==> config.mk <==
export PLATFORM = sky130hd
export DESIGN_NAME = instr_encoder
export DESIGN_NICKNAME = d
export VERILOG_FILES = /design/src/rtl/instr_encoder_pkg.sv /design/src/rtl/instr_pack.sv /design/src/rtl/instr_encoder.sv
export SDC_FILE = /design/constraint.sdc
export NUM_CORES = 1
export LEC_CHECK = 0
export CAP_MARGIN = 40
export CORE_MARGIN = 2
export CORE_UTILIZATION = 51
export DETAILED_ROUTE_END_ITERATION = 10
export PLACE_DENSITY = 0.94
export SLEW_MARGIN = 20
export SYNTH_ARGS = -nofsm -noshare
export SYNTH_HDL_FRONTEND = slang
export SYNTH_SLANG_ARGS = --single-unit
==> constraint.sdc <==
create_clock -name clk -period 3 [get_ports clk]
set_input_delay 0.6 -clock clk [delete_from_list [all_inputs] [get_ports clk]]
set_output_delay 0.6 -clock clk [all_outputs]
set_load 0.005 [all_outputs]
==> src/rtl/instr_encoder_pkg.sv <==
// instr_encoder_pkg: shared immediate-format enum, NOP word and immediate range limits
package instr_encoder_pkg;
  typedef enum logic [1:0] {
    FMT_I = 2'b00,
    FMT_S = 2'b01,
    FMT_B = 2'b10,
    FMT_U = 2'b11
  } imm_fmt_e;
  localparam logic [31:0] NOP_INSTR = 32'h0000_0013;
  localparam int IMM_IS_MIN = -2048;
  localparam int IMM_IS_MAX = 2047;
  localparam int IMM_B_MIN  = -4096;
  localparam int IMM_B_MAX  = 4094;
endpackage

==> src/rtl/instr_pack.sv <==
// instr_pack: packs fields into an RV32I I/S/B/U word and substitutes a NOP when the immediate is out of range
module instr_pack
  import instr_encoder_pkg::*;
(
  input  logic [1:0]  fmt_i,
  input  logic [6:0]  opcode_i,
  input  logic [4:0]  rd_i,
  input  logic [4:0]  rs1_i,
  input  logic [4:0]  rs2_i,
  input  logic [2:0]  funct3_i,
  input  logic [31:0] imm_i,
  output logic [31:0] instr_o,
  output logic        err_o
);
  imm_fmt_e           fmt;
  logic signed [31:0] s_imm;
  logic [31:0]        raw;
  logic               ok;
  assign fmt   = imm_fmt_e'(fmt_i);
  assign s_imm = $signed(imm_i);
  always_comb begin
    case (fmt)
      FMT_I:   raw = {imm_i[11:0], rs1_i, funct3_i, rd_i, opcode_i};
      FMT_S:   raw = {imm_i[11:5], rs2_i, rs1_i, funct3_i, imm_i[4:0], opcode_i};
      FMT_B:   raw = {imm_i[12], imm_i[10:5], rs2_i, rs1_i, funct3_i, imm_i[4:1], imm_i[11], opcode_i};
      default: raw = {imm_i[31:12], rd_i, opcode_i};
    endcase
  end
  assign ok = (fmt == FMT_U) ? (imm_i[11:0] == 12'd0) :
              (fmt == FMT_B) ? (s_imm >= IMM_B_MIN && s_imm <= IMM_B_MAX && !imm_i[0]) :
                               (s_imm >= IMM_IS_MIN && s_imm <= IMM_IS_MAX);
  assign instr_o = ok ? raw : NOP_INSTR;
  assign err_o   = !ok;
endmodule

==> src/rtl/instr_encoder.sv <==
// instr_encoder: registered valid/ready stage that emits packed instructions tagged with sequential addresses
module instr_encoder
  import instr_encoder_pkg::*;
#(
  parameter int                    DATA_WIDTH    = 32,
  parameter int                    ADDR_WIDTH    = 32,
  parameter logic [ADDR_WIDTH-1:0] BASE_ADDR     = '0,
  parameter int                    ERR_CNT_WIDTH = 8
) (
  input  logic                     clk,
  input  logic                     rst_n,
  input  logic                     clear,
  input  logic                     in_valid,
  output logic                     in_ready,
  input  logic [1:0]               in_fmt,
  input  logic [6:0]               in_opcode,
  input  logic [4:0]               in_rd,
  input  logic [4:0]               in_rs1,
  input  logic [4:0]               in_rs2,
  input  logic [2:0]               in_funct3,
  input  logic [DATA_WIDTH-1:0]    in_imm,
  output logic                     out_valid,
  input  logic                     out_ready,
  output logic [DATA_WIDTH-1:0]    out_instr,
  output logic [ADDR_WIDTH-1:0]    out_addr,
  output logic                     out_err,
  output logic                     err_sticky,
  output logic [ERR_CNT_WIDTH-1:0] err_count
);
  logic                     valid_q, valid_d, oerr_q, oerr_d, sticky_q, sticky_d;
  logic [DATA_WIDTH-1:0]    instr_q, instr_d, pack_instr;
  logic [ADDR_WIDTH-1:0]    oaddr_q, oaddr_d, addr_q, addr_d;
  logic [ERR_CNT_WIDTH-1:0] cnt_q, cnt_d;
  logic                     pack_err, accept;
  instr_pack u_pack (
    .fmt_i   (in_fmt),
    .opcode_i(in_opcode),
    .rd_i    (in_rd),
    .rs1_i   (in_rs1),
    .rs2_i   (in_rs2),
    .funct3_i(in_funct3),
    .imm_i   (in_imm),
    .instr_o (pack_instr),
    .err_o   (pack_err)
  );
  assign in_ready = !clear && (!valid_q || out_ready);
  assign accept   = in_valid && in_ready;
  always_comb begin
    valid_d  = valid_q;
    instr_d  = instr_q;
    oaddr_d  = oaddr_q;
    oerr_d   = oerr_q;
    addr_d   = addr_q;
    sticky_d = sticky_q;
    cnt_d    = cnt_q;
    if (clear) begin
      valid_d  = 1'b0;
      addr_d   = BASE_ADDR;
      sticky_d = 1'b0;
      cnt_d    = '0;
    end else if (accept) begin
      valid_d  = 1'b1;
      instr_d  = pack_instr;
      oaddr_d  = addr_q;
      oerr_d   = pack_err;
      addr_d   = addr_q + ADDR_WIDTH'(4);
      sticky_d = sticky_q || pack_err;
      cnt_d    = (pack_err && cnt_q != '1) ? cnt_q + ERR_CNT_WIDTH'(1) : cnt_q;
    end else if (out_ready) begin
      valid_d  = 1'b0;
    end
  end
  always_ff @(posedge clk) begin
    if (!rst_n) begin
      valid_q  <= 1'b0;
      instr_q  <= '0;
      oaddr_q  <= '0;
      oerr_q   <= 1'b0;
      addr_q   <= BASE_ADDR;
      sticky_q <= 1'b0;
      cnt_q    <= '0;
    end else begin
      valid_q  <= valid_d;
      instr_q  <= instr_d;
      oaddr_q  <= oaddr_d;
      oerr_q   <= oerr_d;
      addr_q   <= addr_d;
      sticky_q <= sticky_d;
      cnt_q    <= cnt_d;
    end
  end
  assign out_valid  = valid_q;
  assign out_instr  = instr_q;
  assign out_addr   = oaddr_q;
  assign out_err    = oerr_q;
  assign err_sticky = sticky_q;
  assign err_count  = cnt_q;
endmodule
==> results_dict.tcl, run 1 <==
set metrics [dict create \
    cts.htree.levels 3 \
    p_per_area_nw_per_um2 399 \
    io_buffers 137 \
    cts_buffer_depth 2 \
    numClockSinks 103 \
    finalMaxSlewViolations 0 \
    dpl.cell_count 779 \
    cts.clk_slew.worst_paths_ns 0.10 \
    hold-path-endpoint "out_instr[29]" \
    die_area_um2 10000 \
    min-delay-path-class "register to register" \
    synth_edf_count 0 \
    swShare_pct 26.3 \
    placed_area_um2 6170 \
    synth-xor-area-share_pct 3.54 \
    synth_top_family_by_area "simple AND/OR/NAND/NOR gates" \
    diodes 0 \
    yosysSeqAreaShare_pct 43.9 \
    ioPinCount 140 \
    critPathArrivalTime_ns 1.87 \
    viasPerCell 5.85 \
    grt_max_degree 47 \
    final_layout_size_suffix_gt1_share_pct 6.57 \
    gp_congestion 0.922 \
    hold_slack_ns 0.462 \
    fillerInstances 670 \
    synth_cells 549 \
    rsz0062_at_grt "no" \
    num_rows 35 \
    cts_setup_buffers 0 \
    coreArea_um2 9110 \
    pre_cts_ws_ns 0.166 \
    finalInstanceArea_um2 6380 \
    hold_viol_final 0 \
    synth_seq_cells 103 \
    worstMarginPinSlew_ns 0.667 \
    skew_ns 0.0192 \
    dp_hpwl_um 9610 \
    cp-start-kind "input pin" \
    firstDrtPassIters 4 \
    final.period_utilization_pct 82.3 \
    r2r_slack_ns 0.96 \
    leakagePower_nw 2.28 \
    setup.worst_path.end_class "primary output" \
    drt-initial-drc-count 232 \
    grt_pass1_wl_um 20400 \
    cp.required_ns 2.40 \
    finish.utilization_pct 70.1 \
    synth_compound_area_share_pct 15.8 \
    netlist_area_um2 4700 \
    ys.flop_type "dfxtp_1" \
    start_util_pct 51.6 \
    min_from "out_instr[29]" \
    final_antenna_net_count 0 \
    grt_overflow 0 \
    cts_resized 0 \
    net-switching-power_uw 669 \
    setup_viol 0 \
    irDropWorstVdd_v 0.000248 \
    wl_per_cell_um 16.2 \
    fin_crit_ns 2.47 \
    area_growth_pct 35.7 \
    antenna_found_initial 0 \
    stdcell_count 796 \
    slew_headroom_pct 55.5 \
    synth_cell_types 58 \
    gr-max-usage-layer "met2" \
    min_path_cells 2 \
    status "complete, no violations" \
    vias 4657 \
    fin_nets 746 \
    final_cell_mix "clkdlybuf4s50_1, dfxtp_1, nand2_1, nor2_1, a21boi_0" \
    synth_fa_ha_area_share_pct 0.532 \
    drc 0 \
    grt_util_met1_pct 28.8 \
    synthMuxAreaShare_pct 6.23 \
    clock-root-buffer "clkbuf_8" \
    wl_um 12900 \
    clk_latency_ns 0.38 \
    worstSetupPathType "input pin to primary output" \
    die_w_um 100 \
    r2r_start "addr_q[2]" \
    worstPathMaxFanout 6 \
    internal_power_mw 1.88 \
    synth_simple_gate_area_share_pct 26.5 \
    seq_power_share_pct 54.5 \
    ys_warn_count 0 \
    finalWorstSetupSlack_ns 0.532 \
    grt.met2_usage_pct 44.5 \
    grt_usage_pct 25.5 \
    r2r_cells 6 \
    final_common_cell "clkdlybuf4s50_1" \
    die_h_um 100 \
    total_power_mw 2.55 \
    synthArstFlopShare_pct 0 \
    grt_pass1_vias 4345 \
    syn_avg_cell_area_um2 8.56 \
    met3_usage_pct 7.52 \
    cts_tree "done" \
    ctsHoldBuffers 0 \
    drv_cap 0 \
    fmax_mhz 405 \
    combPwrFrac_pct 11.4 \
    clkPwrFrac_pct 34.2 \
    cts_inserted_buffers 9 \
    setup_tns_ns 0 \
    reg2reg_to "addr_q[22]" \
]
## worst max-delay path, cell delays in order
cell	delay, ns
clkdlybuf4s50_1	0.59
nor2_1	0.17
clkdlybuf4s50_1	0.51
## power groups by stage
| stage | logic (mW) | registers, mW | clock network (mW) |
|---|---|---|---|
| 6_report | 0.289 | 1.39 | 0.871 |
| 5_1_grt | 0.309 | 1.39 | 0.937 |
| 2_1_floorplan | 0.123 | 1.42 | 0 |
| 3_5_place_dp | 0.285 | 1.42 | 0 |
| 3_3_place_gp | 0.278 | 1.42 | 0 |
| 4_1_cts | 0.287 | 1.39 | 0.885 |
## synth_stat cells (all sizes together), types with 10 or more instances
| master | n | share of area, % |
|---|---|---|
| clkbuf | 17 | 1.4 |
| nor2 | 43 | 3.5 |
| mux2i | 27 | 5.7 |
| nand3 | 22 | 2.3 |
| a211oi | 14 | 2.2 |
| o21ai | 27 | 3.0 |
| nand4 | 16 | 2.4 |
| nand2 | 102 | 8.2 |
| or3 | 10 | 1.3 |
| a21boi | 32 | 5.1 |
| buf | 15 | 1.7 |
| xnor2 | 12 | 2.2 |
| nor4 | 11 | 1.6 |
| a21oi | 19 | 2.0 |
| dfxtp | 103 | 44 |
## metal layers
metal / part of all wire [%] / routed length, µm
met1: 40 / 5150
met2: 49 / 6280
met3: 8.0 / 1040
met4: 3.2 / 414
met5: 0 / 0
## flip-flops by register name, summed over array words and instances (netlist names)
| register | flops |
|---|---|
| err_sticky | 1 |
| addr_q | 30 |
| out_err | 1 |
| err_count | 8 |
| out_valid | 1 |
| out_instr | 32 |
| out_addr | 30 |
## cell families (layout without fill, tap and decap cells)
family,after synthesis,after routing
AOI/OAI and AO/OA,111,111
adders and majority gates,2,2
DFF,103,103
xor gates and xnor gates,19,19
and+or+nand+nor,247,247
buffers and inverters,37,172
muxes,29,29
other,1,2
## layout make-up
class / instances / area [µm²] / area share (%)
multi-input combinational: 410 / 2480 / 38.9
sequential: 103 / 2060 / 32.3
timing repair buffer: 151 / 1480 / 23.1
tap: 111 / 139 / 2.18
clock buffer: 10 / 138 / 2.16
clock inverter: 6 / 63.8 / 1.00
inverter: 5 / 18.8 / 0.294
## worst max path at each step
stage          slack, ns  cells past startpoint      start            end
5_1_grt             0.51                      3      clear       in_ready
2_1_floorplan       1.02                      6  in_fmt[1]   err_count[4]
6_report            0.53                      3      clear       in_ready
4_1_cts             0.54                      3      clear       in_ready
3_3_place_gp        0.38                      6  in_fmt[1]  out_instr[27]
3_5_place_dp        0.17                      6  in_fmt[1]  out_instr[27]
Note: power is estimated with default switching activity, not from simulation.
==> run 2, diff against run 1 <==
- CORE_UTILIZATION: 51 -> 43
- PLACE_DENSITY: 0.94 -> 0.85
- clock period: 3 -> 2.15 ns (I/O delays scaled with it)
==> results_dict.tcl, run 2 (same netlist as run 1, synthesis figures left out) <==
set metrics [dict create \
    status "complete, no violations" \
    antenna_found_initial 0 \
    fin_nets 782 \
    fmax_mhz 479 \
    diodes 0 \
    fillerInstances 911 \
    worstSetupPathType "input pin to register" \
    leakagePower_nw 2.46 \
    coreArea_um2 10700 \
    crit_chain "clkdlybuf4s50_1 > nor3b_1 > o211ai_1 > o21ai_2 > buf_4 > or4_1 > a21oi_1" \
    firstDrtPassIters 4 \
    final_antenna_net_count 0 \
    cts_setup_buffers 0 \
    cp.required_ns 2.45 \
    fin_crit_ns 2.09 \
    num_rows 38 \
    met3_usage_pct 7.53 \
    crit_family "simple AND/OR/NAND/NOR gates" \
    grt_usage_pct 23.1 \
    ctsHoldBuffers 0 \
    start_util_pct 43.7 \
    finish.utilization_pct 62.4 \
    placed_area_um2 6510 \
    viasPerCell 5.40 \
    setup.worst_path.end_class "register" \
    grt_pass1_vias 4545 \
    area_growth_pct 42.7 \
    grt_overflow 0 \
    hold_viol_final 0 \
    multi_input_area_um2 2490 \
    critPathArrivalTime_ns 2.38 \
    drv_cap 0 \
    cp_num_buf_inv 2 \
    grt_max_degree 42 \
    grt_pass1_wl_um 21400 \
    drt-initial-drc-count 177 \
    final.period_utilization_pct 97.0 \
    grt_util_met1_pct 26.3 \
    cts.clk_slew.worst_paths_ns 0.10 \
    final_common_cell "clkdlybuf4s50_1" \
    final_layout_size_suffix_gt1_share_pct 11.1 \
    worstMarginPinSlew_ns 0.560 \
    cts.htree.levels 3 \
    cts_tree "done" \
    finalMaxSlewViolations 0 \
    cts_buffer_depth 2 \
    grt.met2_usage_pct 39.5 \
    die_w_um 109 \
    dp_hpwl_um 10300 \
    clock-root-buffer "clkbuf_8" \
    gr-max-usage-layer "met2" \
    die_area_um2 11800 \
    slew_headroom_pct 62.4 \
    irDropWorstVdd_v 0.000296 \
    ioPinCount 140 \
    final_cell_mix "clkdlybuf4s50_1, dfxtp_1, nand2_1, buf_4, nor2_1" \
    min-delay-path-class "register to register" \
    rsz0062_at_grt "yes" \
    slowest_delay_ns 0.53 \
    wl_um 13200 \
    skew_ns 0.0154 \
    die_h_um 109 \
    vias 4645 \
    worstPathMaxFanout 6 \
    finalWorstSetupSlack_ns 0.0644 \
    drc 0 \
    worst_path_max_delay_cell "clkdlybuf4s50_1" \
    io_buffers 137 \
    wl_per_cell_um 15.4 \
    pre_cts_ws_ns -0.258 \
    ff_latch_area_um2 2060 \
    cts_inserted_buffers 9 \
    setup_viol 0 \
    clk_latency_ns 0.37 \
    cp-start-kind "input pin" \
    p_per_area_nw_per_um2 531 \
    gp_congestion 0.981 \
    numClockSinks 103 \
    largest_reg_flops 32 \
    finalInstanceArea_um2 6710 \
]
-- run 2: cell count changes in the layout (fill, tap and decap cells not counted), moves of 2 or more --
cell	before	now
buf_12	0	2
buf_4	13	48
clkbuf_8	10	12
clkdlybuf4s50_1	137	135
dlygate4sd2_1	0	2
inv_8	2	0
-- run 2: metal layers --
layer	routed length (µm)	up-vias
met5	0	-
met4	454	0
met3	1010	42
met2	6450	199
met1	5330	2136
li1	-	2268
-- run 2: area by class of cell --
class                      count  area share (%)
clock buffer                  12            2.46
clock inverter                 3           0.392
inverter                       5           0.280
multi-input combinational    410            37.2
sequential                   103            30.7
tap                          140            2.61
timing repair buffer         187            26.4
-- run 2: worst register-to-register path: stages, from the launching register on --
cell and delay, ns:
dfxtp_1 0.44, and4_1 0.33, and4_2 0.34, nand4_2 0.21, or3_1 0.41, a21oi_1 0.14
-- run 2: timing repair --
| item | 4_1_cts | 5_1_grt |
|---|---|---|
| resized for setup | 2 | 1 |
| pin swaps | 0 | 0 |
| setup endpoints to repair | 1 | 10 |
-- run 2: worst paths after layout --
path | startpoint | endpoint | slack [ns] | depth (start not counted)
max | in_fmt[1] | err_count[7] | 0.06 | 7
min | out_addr[20] | out_addr[20] | 0.47 | 2
max reg2reg | addr_q[13] | addr_q[31] | 0.24 | 5
min reg2reg | out_addr[20] | out_addr[20] | 0.47 | 2
-- run 2: through the flow --
stage	hold slack [ns]	total power [mW]	cells	TNS, ns
after floorplan	0.442	2.15	550	0
after global placement	0.436	2.41	845	-5.79
after detailed placement	0.452	2.42	845	-9.25
after CTS	0.468	3.58	860	0
after global routing	0.486	3.70	860	-0.00814
final	0.465	3.56	860	0
-- run 2: power breakdown --
group | leakage (nW) | switching, mW | internal [mW]
Sequential | 0.832 | 0.0135 | 1.92
Clock | 0.0990 | 0.660 | 0.519
Combinational | 1.53 | 0.200 | 0.244
